`src/rtl/ps2_kbd_decoder.sv`:
```
// PS/2 keyboard receiver: synchronizer, frame deserializer, byte FIFO
// and make/break decoder producing {key_count, scan_code}.
module ps2_kbd_decoder #(
  parameter int FIFO_DEPTH     = 8,
  parameter int TIMEOUT_CYCLES = 50000
) (
  input  logic        clk,
  input  logic        rst,
  input  logic        ps2_clk,
  input  logic        ps2_data,
  input  logic        pause,
  output logic [15:0] data,
  output logic        key_down,
  output logic        frame_err,
  output logic        overflow
);

  localparam int AW = $clog2(FIFO_DEPTH);
  localparam int TW = $clog2(TIMEOUT_CYCLES + 1);
  localparam logic [TW-1:0] T_LAST = TW'(TIMEOUT_CYCLES - 1);

  localparam logic [0:0] IDLE  = 1'b0;
  localparam logic [0:0] BREAK = 1'b1;

  localparam logic [7:0] BRK_CODE = 8'hF0;
  localparam logic [7:0] EXT_CODE = 8'hE0;

  // Pins idle high, so the synchronizers reset to 1 to avoid a false edge.
  logic [1:0] clk_sync;
  logic [1:0] dat_sync;
  logic       clk_prev;
  logic       fall;

  always_ff @(posedge clk or posedge rst) begin
    if (rst) begin
      clk_sync <= 2'b11;
      dat_sync <= 2'b11;
      clk_prev <= 1'b1;
    end else begin
      clk_sync <= {clk_sync[0], ps2_clk};
      dat_sync <= {dat_sync[0], ps2_data};
      clk_prev <= clk_sync[1];
    end
  end

  assign fall = clk_prev & ~clk_sync[1];

  logic [9:0]    shreg;
  logic [10:0]   frame;
  logic [3:0]    bit_cnt;
  logic [TW-1:0] tcnt;
  logic          last_bit;
  logic          frame_good;
  logic          push;
  logic          bad_frame;
  logic          timeout;

  // frame[0] is start, [8:1] data, [9] parity, [10] stop on the 11th edge
  assign frame      = {dat_sync[1], shreg};
  assign last_bit   = fall && (bit_cnt == 4'd10);
  assign frame_good = (frame[0] == 1'b0) && frame[10] && (^frame[9:1]);
  assign push       = last_bit & frame_good;
  assign bad_frame  = last_bit & ~frame_good;
  assign timeout    = (bit_cnt != 4'd0) && !fall && (tcnt == T_LAST);

  always_ff @(posedge clk or posedge rst) begin
    if (rst) begin
      shreg     <= '0;
      bit_cnt   <= 4'd0;
      tcnt      <= '0;
      frame_err <= 1'b0;
    end else begin
      frame_err <= bad_frame | timeout;
      if (fall) begin
        shreg   <= frame[10:1];
        bit_cnt <= last_bit ? 4'd0 : bit_cnt + 4'd1;
        tcnt    <= '0;
      end else if (bit_cnt != 4'd0) begin
        if (timeout) begin
          bit_cnt <= 4'd0;
          tcnt    <= '0;
        end else begin
          tcnt <= tcnt + 1'b1;
        end
      end else begin
        tcnt <= '0;
      end
    end
  end

  logic [7:0] mem [FIFO_DEPTH];
  logic [AW:0] wptr;
  logic [AW:0] rptr;
  logic        empty;
  logic        full;
  logic        pop;
  logic        wr_en;
  logic [7:0]  rd_byte;

  assign empty = (wptr == rptr);
  assign full  = (wptr[AW] != rptr[AW]) &&
                 (wptr[AW-1:0] == rptr[AW-1:0]);
  assign pop   = !empty && !pause;
  // A pop frees the slot in the same cycle, so a full FIFO still accepts.
  assign wr_en = push && (!full || pop);

  always_ff @(posedge clk) begin
    if (wr_en) mem[wptr[AW-1:0]] <= frame[8:1];
  end

  assign rd_byte = mem[rptr[AW-1:0]];

  always_ff @(posedge clk or posedge rst) begin
    if (rst) begin
      wptr     <= '0;
      rptr     <= '0;
      overflow <= 1'b0;
    end else begin
      if (wr_en) wptr <= wptr + 1'b1;
      if (pop)   rptr <= rptr + 1'b1;
      if (push && full && !pop) overflow <= 1'b1;
    end
  end

  logic [0:0] state;
  logic [7:0] scan_code;
  logic [7:0] key_count;
  logic       is_brk;
  logic       is_ext;

  assign is_brk = (rd_byte == BRK_CODE);
  assign is_ext = (rd_byte == EXT_CODE);

  always_ff @(posedge clk or posedge rst) begin
    if (rst) begin
      state     <= IDLE;
      scan_code <= 8'h00;
      key_count <= 8'h00;
      key_down  <= 1'b0;
    end else if (pop) begin
      if (state == IDLE) begin
        unique case (1'b1)
          is_brk: state <= BREAK;
          is_ext: state <= IDLE;
          default: begin
            if (!key_down || rd_byte != scan_code)
              key_count <= key_count + 8'd1;
            scan_code <= rd_byte;
            key_down  <= 1'b1;
          end
        endcase
      end else begin
        if (!is_ext) begin
          if (rd_byte == scan_code) key_down <= 1'b0;
          state <= IDLE;
        end
      end
    end
  end

  assign data = {key_count, scan_code};

endmodule

```
`config.mk`:
```
export PLATFORM = sky130hd
export DESIGN_NAME = ps2_kbd_decoder
export DESIGN_NICKNAME = d
export VERILOG_FILES = /design/src/rtl/ps2_kbd_decoder.sv
export SDC_FILE = /design/constraint.sdc
export NUM_CORES = 1
export LEC_CHECK = 0
export ABC_AREA = 1
export CORE_MARGIN = 8
export CORE_UTILIZATION = 35
export DETAILED_ROUTE_END_ITERATION = 7
export DONT_BUFFER_PORTS = 1
export PLACE_DENSITY = 0.61
export SYNTH_ARGS = -nofsm -noshare
export SYNTH_HDL_FRONTEND = slang
export SYNTH_SLANG_ARGS = --single-unit
```
`constraint.sdc`:
```
create_clock -name clk -period 2.3 [get_ports clk]
set_input_delay 0.69 -clock clk [delete_from_list [all_inputs] [get_ports clk]]
set_output_delay 0.69 -clock clk [all_outputs]
set_load 0.02 [all_outputs]
```
Word-level counts from Yosys, hierarchy flattened:

Memory sizes are Yosys's and may differ from the RTL's.
Index checks and enable logic that the tools add are counted.

* add/sub/neg operators: 5
* eq/ne operators: 12
* multiplexer cells: 16
* bitwise operators: 9
* reduce and logical (&&, ||, !) cells: 27

Operators with widths (count)
* two-way mux 16 bit: 3
* adder 16 x 1 -> 16 bit, second input constant: 1
* == test 16 bit, second input constant: 1
* == test 8 bit, second input constant: 2
* two-way mux 4 bit: 4
* adder 4 x 1 -> 4 bit, second input constant: 3
* logical AND 1 bit: 10
* two-way mux 1 bit: 9
* XOR reduction 9 bit: 1
* adder 8 x 1 -> 8 bit, second input constant: 1
* == test 8 bit: 1
* != test 8 bit: 1
* AND reduction 4 bit: 2
* zero test 1 bit: 6
* NOT 1 bit: 5
* == test 4 bit: 1
* == test 4 bit, second input constant: 1
* != test 2 x 1 -> 1 bit, second input constant: 2
* nonzero test 2 bit: 2
* nonzero test 4 bit: 1
* AND 1 bit: 3
* == test 3 bit: 1
* AND reduction 3 bit: 1
* logical OR 1 bit: 2
* other kinds (5): 5

* register bits after elaboration: 63
* RAM bits: 64
* input bits: 5
* output and inout bits: 19
* word-level logic and storage cells: 84
* memories kept: 1

Memories
* mem: words 8, bits a word 8, rd ports 1, clocked after memory_dff 0, write ports 1, line 91 `logic [7:0] mem [FIFO_DEPTH];`

Longest topological paths before layout:

Gate-level depths: netlist of the first run.

* depth in word-level cells: 8
* mapped depth: 16
* depth with buffers taken out: 15

Least setup slack after synthesis of the first run:

Ideal clock, no wire load.

* path kind: register to register
* start: register shreg[6]
* end: memory mem[6][0], enable pin
* library setup time: 0.383 ns
* arrival: 1.948 ns
* data required time: 1.917 ns
* setup slack: -0.032 ns
* cell stages (with the launch flop): 9
* buffers on the path: 1
* period minus slack after synthesis: 2.332 ns
* cell sequence: dfrtp_1 -> xnor2_1 -> xnor2_1 -> nand2_1 -> nand3_1 -> nand2_1 -> nand4_1 -> buf_2 -> nor3_1

* cells in the longest elaborated chain, start to end: 6

RTL lines
* start: declaration: line 48 `logic [9:0] shreg;`
* start signal: assignment: line 75 `shreg <= frame[10:1];`
* XOR reduction 9 bit: line 61 `assign frame_good = (frame[0] == 1'b0) && frame[10] && (^frame[9:1]);`
* logical AND 1 bit: line 61
* AND 1 bit: line 62 `assign push = last_bit & frame_good;`
* logical AND 1 bit: line 105 `assign wr_en = push && (!full || pop);`
* two-way mux 1 bit: line 108 `if (wr_en) mem[wptr[AW-1:0]] <= frame[8:1];`
* two-way mux 1 bit (not written as such): line 108
* end: declaration: line 91

Every way passes these cells.

Final worst setup path of the first run:

* start: register rptr[0]
* end: register key_count[0]

* cells in the longest elaborated chain, start to end: 5
* elaborated cells between the ends (all ways): 11
* those cells by class: eq/ne (4); bitwise (1); reduce/logical (5); memory (1)

RTL lines
* start: declaration: line 93 `logic [AW:0] rptr;`
* start signal: assignment: line 120 `if (pop) rptr <= rptr + 1'b1;`
* memory (8 x 8 bit)
* == test 8 bit, on equally long branches: line 131, 132
* OR reduction 2 bit (no source line)
* NOT 1 bit (no source line)
* AND reduction 4 bit (no source line) (*)
* end signal: assignment: line 147 `key_count <= key_count + 8'd1;`
* end: declaration: line 127 `logic [7:0] key_count;`

Every way passes the cells marked *; elsewhere a longest branch is shown, timed or not.
A chain may end at the register's enable or synchronous reset.

==> PnR_summary.wiki, run 1 <==
{| class="wikitable"
! Metric !! Value
|-
| Result of the run || finished clean
|-
| Number of enable-type register cells in the synthesized netlist || 64
|-
| Cell variety after synth || 33
|-
| Pins over their slew limit || 0
|-
| End point of the critical path || key_count[0]$_DFFE_PP0P_
|-
| Residual overflow from global routing || 0
|-
| Reg2Reg Capture Point || key_count[0]$_DFFE_PP0P_
|-
| First-pass iteration count of the detailed router || 4
|-
| Peak fanout along the critical path || 18
|-
| CTS clk-pin slew, worst paths || 60 ps
|-
| Detail-routed net length per standard cell || 12.7 um
|-
| Fin crit share || 0.868
|-
| Top_reg_cell synth || edfxtp_1
|-
| Worst-case clock buffer depth || 2
|-
| Clock latency reported for the late side of the worst-skew pair || 410 ps
|-
| Core area || 17200 um^2
|-
| Number of instances in the synthesized netlist || 672
|-
| Post-Synthesis Net Count || 684
|-
| Switching Fraction || 0.364
|-
| Pin count of the biggest net entering global routing || 48
|-
| Seq cells post-synth || 127
|-
| Total setup violations reported at the end of the flow || 0
|-
| Via count of the first global-routing pass || 4157
|-
| Post-route DRC violation count || 0
|-
| Critical Path AT || 2340 ps
|-
| Register share of total power || 0.368
|-
| DIE AREA || 21900 um^2
|-
| TritonCTS Sinks || 127
|-
| Worst-case setup slack after placement || 287 ps
|-
| Layout overhead on the synthesized area || 16.4%
|-
| Total number of H-tree levels || 4
|-
| Count of warnings emitted by yosys || 0
|-
| Utilization after layout || 0.413
|-
| Critical path's largest stage delay || 400 ps
|-
| Worst R2R Setup Slack || 300 ps
|-
| Number of nets in the layout || 714
|-
| Post-CTS resize count || 0
|-
| Fraction of final layout cells with drive strength greater than 1 || 0.116
|-
| R2r startpoint || rptr[0]$_DFFE_PP0N_
|-
| Worst-path cell chain || inv_2, buf_12, nand2_1, nand3_1, nand2_1, o21ai_2, nand2_1, nand2_1, nand2_1, nor2_2, nand3_4, nand2_4, nand2_1, nand2_1
|-
| Critical path startpoint || rptr[0]$_DFFE_PP0N_
|-
| Crit path time final || 2000 ps
|-
| Standby leakage power || 0.00323 uW
|-
| Placed insts || 908
|-
| Net switching power of the design || 3110 uW
|-
| Share of synthesized area occupied by flip-flops and latches || 0.576
|-
| Internal power contribution || 5440 uW
|-
| Number of setup buffers added after CTS || 0
|-
| Worst-Margin Slew || 451 ps
|-
| Layout Skew || 6.17 ps
|-
| Classification of the worst-slack hold path || in -> async
|-
| CP dominant cell by count || nand2_1
|-
| Setup repair after global routing missed its margin || false
|-
| Total power || 8540 uW
|-
| Post-detail-place hpwl || 8480 um
|-
| Y dimension of the die || 148 um
|-
| Routability-driven placement congestion ratio || 0.746
|-
| Rel. slew slack || 0.699
|-
| Finished Layout Cells || 940
|-
| Clock power frac || 0.319
|-
| Detail Route Antenna Nets || 0
|-
| Ant diodes || 0
|-
| Least setup slack across all paths after layout || 302 ps
|-
| Pwr dens || 1210 nW/um^2
|-
| Clock root buffer master || clkbuf_16
|-
| Critical Path Sink Type || flop
|-
| Relative contribution of combinational cells to total power || 0.313
|-
| FFs w/ async S/R, synth || 0.496
|-
| Max_cap viols || 0
|-
| Starting Density || 0.354
|-
| Number of CTS-inserted buffers || 17
|-
| Number of I/O port buffers || 0
|-
| Type of element launching the critical path || flop
|-
| Vias per cell || 4.45
|-
| Syn Std Cell Area || 6090 um^2
|-
| Antenna violations before repair || 0
|-
| Maximum VDD drop || 770 uV
|-
| Chip Width || 148 um
|-
| CP max-delay cell || dfrtp_1
|-
| Wire length reported by the detailed router || 11900 um
|-
| Wire length of the first global-routing pass || 20400 um
|-
| Hold_buf cts || 0
|-
| Clock tree from TritonCTS || yes
|-
| R2r worst-path depth || 14
|-
| Overall Global Routing Usage || 0.116
|-
| Number of DRC markers after the initial detailed-route iteration || 199
|-
| Critical setup path kind || reg -> reg
|-
| Number of cell rows || 48
|-
| Mean instance size in the synthesized netlist || 9.06 um^2
|-
| I/O Pins || 24
|-
| Total vias in the final route || 4179
|-
| CP required || 2640 ps
|-
| Peak Freq || 501 MHz
|-
| Number of hold violations in the final report || 0
|}
-- registers in the layout, indices dropped and copies added, names as in the netlist --
signal	flops
overflow	1
bit_cnt	4
mem	64
state	1
clk_sync	2
shreg	10
rptr	4
key_down	1
wptr	4
frame_err	1
scan_code	8
dat_sync	2
tcnt	16
clk_prev	1
key_count	8
-- worst min-delay path by stage --
stage	from	endpoint	cells after the start
2_1_floorplan	clk_sync[0]$_DFF_PP1_	clk_sync[1]$_DFF_PP1_	0
3_3_place_gp	clk_sync[0]$_DFF_PP1_	clk_sync[1]$_DFF_PP1_	0
3_5_place_dp	clk_sync[0]$_DFF_PP1_	clk_sync[1]$_DFF_PP1_	0
4_1_cts	rst	key_count[7]$_DFFE_PP0P_	1
5_1_grt	rst	key_count[7]$_DFFE_PP0P_	1
6_report	rst	key_count[7]$_DFFE_PP0P_	1
-- logic make-up after synthesis --
group / Yosys count / synth area share
DFF: 127 / 0.576
xor gates and xnor gates: 24 / 0.0345
buffers and inverters: 115 / 0.0812
adders and majority gates: 7 / 0.0144
AOI/OAI and AO/OA: 45 / 0.0409
and+or+nand+nor: 354 / 0.253
-- cell usage in the layout, fill, tap and decap left out, drive strengths merged --
master and count:
clkbuf 20, nor2 38, o21ai 29, edfxtp 64, a31oi 1, o22ai 2
o21a 1, xor2 11, nand4 9, o21bai 1, ha 7, bufinv 4
xnor2 13, nand3b 2, nand2 223, dfstp 5, inv 97, buf 29
clkinvlp 4, nand3 72, dfrtp 58, a21oi 11, nor3 9, nor4 1
clkinv 4
-- critical path: cells and delay by family, from the launching register on --
family,cells,cell delay [ps]
buffers and inverters,2,360
AOI/OAI and AO/OA,1,160
DFF,1,400
and+or+nand+nor,11,990
-- through the flow --
step	hold WS (ps)	setup TNS, ps	cell area (um^2)
2_1_floorplan	345	-2020	6090
3_3_place_gp	347	0	6480
5_1_grt	156	0	7090
3_5_place_dp	347	0	6480
6_report	148	0	7090
4_1_cts	150	0	7090
-- layout make-up --
class | count | area (um^2)
Tap cell | 225 | 282
Clock inverter | 12 | 168
Fill cell | 1667 | 10100
Inverter | 97 | 367
Multi-Input combinational cell | 430 | 2090
Timing Repair Buffer | 29 | 243
Clock buffer | 20 | 437
Sequential cell | 127 | 3500
-- power by group through the flow --
| stage | combinational (uW) | clock [uW] | sequential (uW) |
|---|---|---|---|
| 2_1_floorplan | 2080 | 0 | 3140 |
| 3_3_place_gp | 2650 | 0 | 3180 |
| 3_5_place_dp | 2690 | 0 | 3190 |
| 4_1_cts | 2690 | 2780 | 3150 |
| 5_1_grt | 3080 | 2890 | 3190 |
| 6_report | 2670 | 2730 | 3140 |
-- per-layer routing --
layer,up-vias,GRT usage,wire length (um)
li1,2208,-,-
met1,1884,0.154,5930
met2,83,0.179,5260
met3,4,0.0367,698
met4,0,0.0342,48
met5,-,0,0
-- synthesized netlist by cell type (9+ instances only) --
library cell,instances,area share
nand2_1,218,0.13
inv_1,93,0.057
edfxtp_1,64,0.32
nand3_1,64,0.053
dfrtp_1,58,0.24
nor2_1,36,0.022
o21ai_0,28,0.023
xnor2_1,13,0.019
xor2_1,11,0.016
a21oi_1,10,0.0082
nand4_1,9,0.0093
nor3_1,9,0.0074
Power figures use the tool's default switching activity.
==> run 2, diff against run 1 <==
- CORE_UTILIZATION: 35 -> 57
- PLACE_DENSITY: 0.61 -> 0.85
==> run 2 against run 1 <==
  * Routed wire length up 23%
  * Critical path depth down 4
  * Fmax down 7.0%
  * Sequential power about the same
  * Flip-flop and latch count unchanged
  * Global-route usage up 9.5 points
  * Power up 0.70%
  * Clock skew up 2.4 ps
  * Combinational power up 6%
  * Final cell count down 9.7%
  * Critical endpoint is now mem[6][1]$_DFFE_PP_
  * Largest power group unchanged
==> PnR_summary.wiki, run 2 (synthesis gave the netlist of run 1 again) <==
{| class="wikitable"
! Metric !! Value
|-
| Layout overhead on the synthesized area || 15.1%
|-
| Net switching power of the design || 3290 uW (+5.8%)
|-
| Relative contribution of combinational cells to total power || 0.327 (+0.014)
|-
| Antenna violations before repair || 0 (unchanged)
|-
| Max reg flops || 64 (unchanged)
|-
| Wire length reported by the detailed router || 14700 um (+23%)
|-
| Post-detail-place hpwl || 9540 um (+12%)
|-
| Hold_buf cts || 0 (unchanged)
|-
| Detail Route Antenna Nets || 0 (unchanged)
|-
| Critical Path Sink Type || flop
|-
| Final Cell Area || 7000 um^2 (-1.2%)
|-
| DIE AREA || 14200 um^2 (-35%)
|-
| Wire length of the first global-routing pass || 24000 um (+17%)
|-
| Standard cell area after detailed placement || 6370 um^2 (-1.8%)
|-
| Detail-routed net length per standard cell || 17.3 um (+36%)
|-
| TritonCTS Sinks || 127 (unchanged)
|-
| CP max-delay cell || dfrtp_1
|-
| Reg2Reg Capture Point || mem[6][1]$_DFFE_PP_
|-
| First-pass iteration count of the detailed router || 6 (+2)
|-
| CTS clk-pin slew, worst paths || 60 ps (about the same)
|-
| Pwr dens || 1230 nW/um^2 (+1.9%)
|-
| Worst-path cell chain || inv_2, buf_12, nand2_1, nand4_1, nor2_1, nand3b_1, nand4_1, buf_4, nor3_1, buf_4
|-
| Peak fanout along the critical path || 31 (+13)
|-
| Fraction of final layout cells with drive strength greater than 1 || 0.128 (+0.0115)
|-
| Core area || 10400 um^2 (-40%)
|-
| Maximum VDD drop || 627 uV (-19%)
|-
| Post-CTS resize count || 0 (unchanged)
|-
| Overall Global Routing Usage || 0.211 (+0.0953)
|-
| Total setup violations reported at the end of the flow || 0 (unchanged)
|-
| Chip Width || 119 um (-19%)
|-
| Number of CTS-inserted buffers || 17 (unchanged)
|-
| Starting Density || 0.587 (+0.233)
|-
| Worst-case clock buffer depth || 2 (unchanged)
|-
| R2r worst-path depth || 10 (-4)
|-
| Routability-driven placement congestion ratio || 0.900 (+21%)
|-
| Least setup slack across all paths after layout || 153 ps (-149 ps)
|-
| Setup repair after global routing missed its margin || false
|-
| Y dimension of the die || 119 um (-19%)
|-
| Peak Freq || 466 MHz (-7.0%)
|-
| Type of element launching the critical path || flop
|-
| Ant diodes || 0 (unchanged)
|-
| Rel. slew slack || 0.677 (-0.0219)
|-
| Worst-case setup slack after placement || 257 ps (-29.8 ps)
|-
| Residual overflow from global routing || 0 (unchanged)
|-
| Pins over their slew limit || 0 (unchanged)
|-
| CP required || 2530 ps (-110 ps)
|-
| Internal power contribution || 5310 uW (-2.2%)
|-
| Clock power frac || 0.305 (-0.014)
|-
| Clock root buffer master || clkbuf_8
|-
| Layout Skew || 8.53 ps (+2.36 ps)
|-
| Register share of total power || 0.368 (about the same)
|-
| Number of I/O port buffers || 0 (unchanged)
|-
| Switching Fraction || 0.382 (+0.0186)
|-
| Clock tree from TritonCTS || yes
|-
| Placed insts || 817 (-10%)
|-
| Post-route DRC violation count || 0 (unchanged)
|-
| Via count of the first global-routing pass || 4790 (+15%)
|-
| Classification of the worst-slack hold path || in -> async
|-
| Clock latency reported for the late side of the worst-skew pair || 520 ps (+110 ps)
|-
| Number of nets in the layout || 712 (-0.28%)
|-
| Critical path's largest stage delay || 410 ps (about the same)
|-
| Number of DRC markers after the initial detailed-route iteration || 612 (+210%)
|-
| Sum of negative setup slack || 0 ps (unchanged)
|-
| Most frequent standard cell in the layout excluding fill and tap cells || nand2_1
|-
| Max_cap viols || 0 (unchanged)
|-
| Final-layout fill cell count || 722 (-57%)
|-
| Worst R2R Setup Slack || 150 ps (-150 ps)
|-
| Critical setup path kind || reg -> reg
|-
| Number of setup buffers added after CTS || 0 (unchanged)
|-
| Pin count of the biggest net entering global routing || 43 (-10%)
|-
| Commonest cells after routing, fill and taps aside || 218 x nand2_1, 91 x inv_1, 64 x edfxtp_1
|-
| Standby leakage power || 0.00324 uW (+0.60%)
|-
| Crit path time final || 2150 ps (+149 ps)
|-
| I/O Pins || 24 (unchanged)
|-
| Result of the run || finished clean
|-
| Total vias in the final route || 4866 (+16%)
|-
| Worst-Margin Slew || 484 ps (+32.7 ps)
|-
| Total number of H-tree levels || 4 (unchanged)
|-
| Fin crit share || 0.933 (+0.0649)
|-
| Finished Layout Cells || 849 (-9.7%)
|-
| Number of cell rows || 37 (-23%)
|-
| Vias per cell || 5.73 (+29%)
|-
| R2r startpoint || rptr[0]$_DFFE_PP0N_
|-
| Number of hold violations in the final report || 0 (unchanged)
|-
| Critical Path AT || 2370 ps (+30 ps)
|}
==> run 2: power groups by stage <==
stage / clock network (uW) / logic [uW] / registers [uW]
finish: 2620 / 2820 / 3170
global route: 2720 / 3150 / 3210
CTS: 2630 / 2730 / 3160
detailed placement: 0 / 2670 / 3200
global placement: 0 / 2540 / 3180
floorplan: 0 / 2080 / 3140
==> run 2: layout make-up <==
cell class,count,area (um^2),share of cell area
well taps,136,170,0.0243
inverters,97,370,0.0529
repair buffers,27,240,0.0343
multi-input cells,430,2130,0.304
clock buffers,24,514,0.0734
flip-flops and latches,127,3500,0.500
clock inverters,8,73.8,0.0105
==> run 2: how the worst max path moves through the flow <==
stage,slack (ps),depth (start not counted),endpoint,start
after floorplan,-30,8,mem[6][0]$_DFFE_PP_,shreg[6]$_DFFE_PP0N_
after CTS,130,9,mem[6][2]$_DFFE_PP_,shreg[4]$_DFFE_PP0N_
after global placement,340,9,mem[3][0]$_DFFE_PP_,shreg[4]$_DFFE_PP0N_
after detailed placement,260,9,mem[3][6]$_DFFE_PP_,shreg[4]$_DFFE_PP0N_
after global routing,0.8,10,mem[5][1]$_DFFE_PP_,rptr[0]$_DFFE_PP0N_
final,150,10,mem[6][1]$_DFFE_PP_,rptr[0]$_DFFE_PP0N_
==> run 2: through the flow <==
step	power, uW	util	hold slack, ps
2_1_floorplan	5220	-	345
3_3_place_gp	5710	0.614	349
3_5_place_dp	5860	0.614	348
4_1_cts	8520	0.671	72.7
5_1_grt	9080	0.675	87.5
6_report	8600	0.675	71.3
==> run 2: worst max-delay path, delay by kind of cell, from the launching register on <==
family | cells | cell delay [ps]
simple gates | 6 | 800
flops | 1 | 410
buf+inv | 4 | 640
==> run 2: metal layers <==
metal	up-vias	GRT usage	part of all wire
li1	2201	-	-
met1	2333	0.256	0.39
met3	43	0.0600	0.086
met4	0	0.0843	0.024
met5	-	0	0
met2	289	0.350	0.50
==> run 3, diff against run 2 <==
- CORE_UTILIZATION: 57 -> 65
- PLACE_DENSITY: 0.85 -> 0.91
- clock period: 2.3 -> 2.6 ns (I/O delays scaled with it)
==> run 3 against run 2 <==
  * Setup slack improved by 110 ps
  * Clock power shrank 6%
  * Global-route usage grew 1.8 points
  * Sequential power is 9.1% lower
  * Routed wire length is 3.6% lower
  * Worst hold slack improved by 120 ps
  * Clock skew up 1.0 ps
  * Power down 11%
==> PnR_summary.wiki, run 3 (synthesis gave the netlist of run 1 again) <==
{| class="wikitable"
! Metric !! Value
|-
| Result of the run || finished clean
|-
| Worst-path cell chain || xnor2_1, xnor2_1, nand2_1, nand3_1, nand2_1, nand4_1, buf_4, nor3_1, buf_4
|-
| Total number of H-tree levels || 4 (unchanged)
|-
| Post-route DRC violation count || 0 (unchanged)
|-
| Y dimension of the die || 113 um (-5.5%)
|-
| Worst R2R Setup Slack || 260 ps (+110 ps)
|-
| Starting Density || 0.665 (+0.0781)
|-
| Final-layout fill cell count || 521 (-28%)
|-
| Wire length of the first global-routing pass || 22800 um (-4.7%)
|-
| Type of element launching the critical path || flop
|-
| Vias per cell || 5.81 (+1.4%)
|-
| R2r startpoint || shreg[3]$_DFFE_PP0N_
|-
| Sum of negative setup slack || 0 ps (unchanged)
|-
| Chip Width || 113 um (-5.5%)
|-
| Routability-driven placement congestion ratio || 0.858 (-4.6%)
|-
| Clock latency reported for the late side of the worst-skew pair || 530 ps (about the same)
|-
| Fin crit share || 0.899 (-0.0344)
|-
| Clock tree from TritonCTS || yes
|-
| CP required || 2830 ps (+300 ps)
|-
| Standby leakage power || 0.00320 uW (-1.4%)
|-
| Residual overflow from global routing || 0 (unchanged)
|-
| Critical path startpoint || shreg[3]$_DFFE_PP0N_
|-
| Maximum VDD drop || 544 uV (-13%)
|-
| CP max-delay cell || dfrtp_1
|-
| Clock root buffer master || clkbuf_8
|-
| Pwr dens || 1110 nW/um^2 (-9.9%)
|-
| Commonest cells after routing, fill and taps aside || 218 x nand2_1, 92 x inv_1, 64 x nand3_1, 64 x edfxtp_1, 58 x dfrtp_1
|-
| CTS clk-pin slew, worst paths || 60 ps (about the same)
|-
| I/O Pins || 24 (unchanged)
|-
| Max_cap viols || 0 (unchanged)
|-
| First-pass iteration count of the detailed router || 5 (-1)
|-
| Utilization after layout || 0.751 (+0.0762)
|-
| Post-detail-place hpwl || 8840 um (-7.3%)
|-
| Detail-routed net length per standard cell || 17.3 um (+0.26%)
|-
| Classification of the worst-slack hold path || in -> async
|-
| Peak Freq || 428 MHz (-8.2%)
|-
| Overall Global Routing Usage || 0.229 (+0.0177)
|-
| Critical Path Sink Type || flop
|-
| DIE AREA || 12700 um^2 (-11%)
|-
| Antenna violations before repair || 0 (unchanged)
|-
| Number of nets in the layout || 704 (-1.1%)
|-
| Number of hold violations in the final report || 0 (unchanged)
|-
| Worst-Margin Slew || 570 ps (+86.2 ps)
|-
| Max reg flops || 64 (unchanged)
|-
| Critical Path AT || 2570 ps (+200 ps)
|-
| Layout overhead on the synthesized area || 13.0%
|-
| Rel. slew slack || 0.620 (-0.0570)
|-
| Number of CTS-inserted buffers || 17 (unchanged)
|-
| Setup repair after global routing missed its margin || false
|-
| End point of the critical path || mem[4][7]$_DFFE_PP_
|-
| Total setup violations reported at the end of the flow || 0 (unchanged)
|-
| Wire length reported by the detailed router || 14100 um (-3.6%)
|-
| Detail Route Antenna Nets || 0 (unchanged)
|-
| Pin count of the biggest net entering global routing || 64 (+49%)
|-
| Number of cell rows || 35 (-5.4%)
|-
| Via count of the first global-routing pass || 4652 (-2.9%)
|-
| Number of buffers and inverters on the critical path || 2 (-2)
|-
| Pins over their slew limit || 0 (unchanged)
|-
| R2r worst-path depth || 9 (-1)
|-
| Number of I/O port buffers || 0 (unchanged)
|-
| Layout Skew || 9.56 ps (+1.03 ps)
|-
| Worst-case clock buffer depth || 2 (unchanged)
|-
| Reg2Reg Capture Point || mem[4][7]$_DFFE_PP_
|-
| Critical path's largest stage delay || 540 ps (+130 ps)
|-
| Crit path time final || 2340 ps (+191 ps)
|-
| Cell type group with the largest total delay on the critical path || simple AND/OR/NAND/NOR gates
|-
| Fraction of final layout cells with drive strength greater than 1 || 0.109 (-0.0184)
|-
| Critical setup path kind || reg -> reg
|-
| Total vias in the final route || 4742 (-2.5%)
|-
| Logic depth of the worst setup path including buffers || 9 (-1)
|-
| Number of DRC markers after the initial detailed-route iteration || 685 (+12%)
|-
| Peak fanout along the critical path || 11 (-65%)
|-
| Most frequent standard cell in the layout excluding fill and tap cells || nand2_1
|-
| TritonCTS Sinks || 127 (unchanged)
|-
| Core area || 9150 um^2 (-12%)
|-
| Ant diodes || 0 (unchanged)
|}
[run 3: changes by cell type in the layout (fill, tap and decap cells not counted), sizes merged]
cell      before  now
inv           97  100
clkbuf        24   22
bufinv         1    2
clkinvlp       1    0
clkinv         6    5
buf           27   19
[run 3: power breakdown]
part           total, uW  switching, uW  leakage (uW)  internal, uW
Sequential          2880            493       0.00139          2390
Clock               2460            889      0.000312          1570
Combinational       2280           1520       0.00149           751
Total               7620           2910       0.00320          4710
[run 3: area by class of cell]
type | instances | area [um^2] | area share
Multi-Input combinational cell | 430 | 2090 | 0.303
Clock buffer | 22 | 507 | 0.0737
Tap cell | 111 | 139 | 0.0202
Inverter | 97 | 367 | 0.0533
Sequential cell | 127 | 3500 | 0.510
Timing Repair Buffer | 19 | 155 | 0.0226
Clock inverter | 10 | 119 | 0.0173
[run 3: worst min-delay path by stage]
stage,end,startpoint,depth (start not counted),slack [ps]
after global routing,tcnt[7]$_DFF_PP0_,rst,2,220
after detailed placement,dat_sync[1]$_DFF_PP1_,dat_sync[0]$_DFF_PP1_,0,350
after CTS,tcnt[7]$_DFF_PP0_,rst,2,210
final,tcnt[8]$_DFF_PP0_,rst,2,190
after global placement,dat_sync[1]$_DFF_PP1_,dat_sync[0]$_DFF_PP1_,0,350
after floorplan,clk_sync[1]$_DFF_PP1_,clk_sync[0]$_DFF_PP1_,0,350
[run 3: worst reg2reg max path: stages, from the launching register on]
cell     delay (ps)
dfrtp_1         540
xnor2_1         360
xnor2_1         160
nand2_1         120
nand3_1          70
nand2_1          90
nand4_1         100
buf_4           200
nor3_1          190
buf_4           220
[run 3: repair_timing]
action	4_1_cts	5_1_grt
resized for setup	0	0
endpoints found under the setup margin	0	64
buffers inserted	0	2
hold buffers	0	0
endpoints found under the hold margin	0	0
[run 3: per-stage QoR]
step           hold slack (ps)  total power [uW]  instance area [um^2]  setup slack, ps  instances
3_3_place_gp               347              4940                  6240              274        782
3_5_place_dp               350              5090                  6240              118        782
5_1_grt                    218              8040                  6880             44.3        816
4_1_cts                    206              7580                  6860             35.3        814
6_report                   194              7620                  6880              263        816
2_1_floorplan              345              4620                  6090              259        672
[run 3: routing by layer]
layer / vias to the layer above / GRT usage / wire (um)
met5: - / 0 / 0
met4: 0 / 0.103 / 322
met3: 37 / 0.0660 / 1170
met2: 260 / 0.386 / 7210
met1: 2254 / 0.267 / 5450
li1: 2191 / - / -
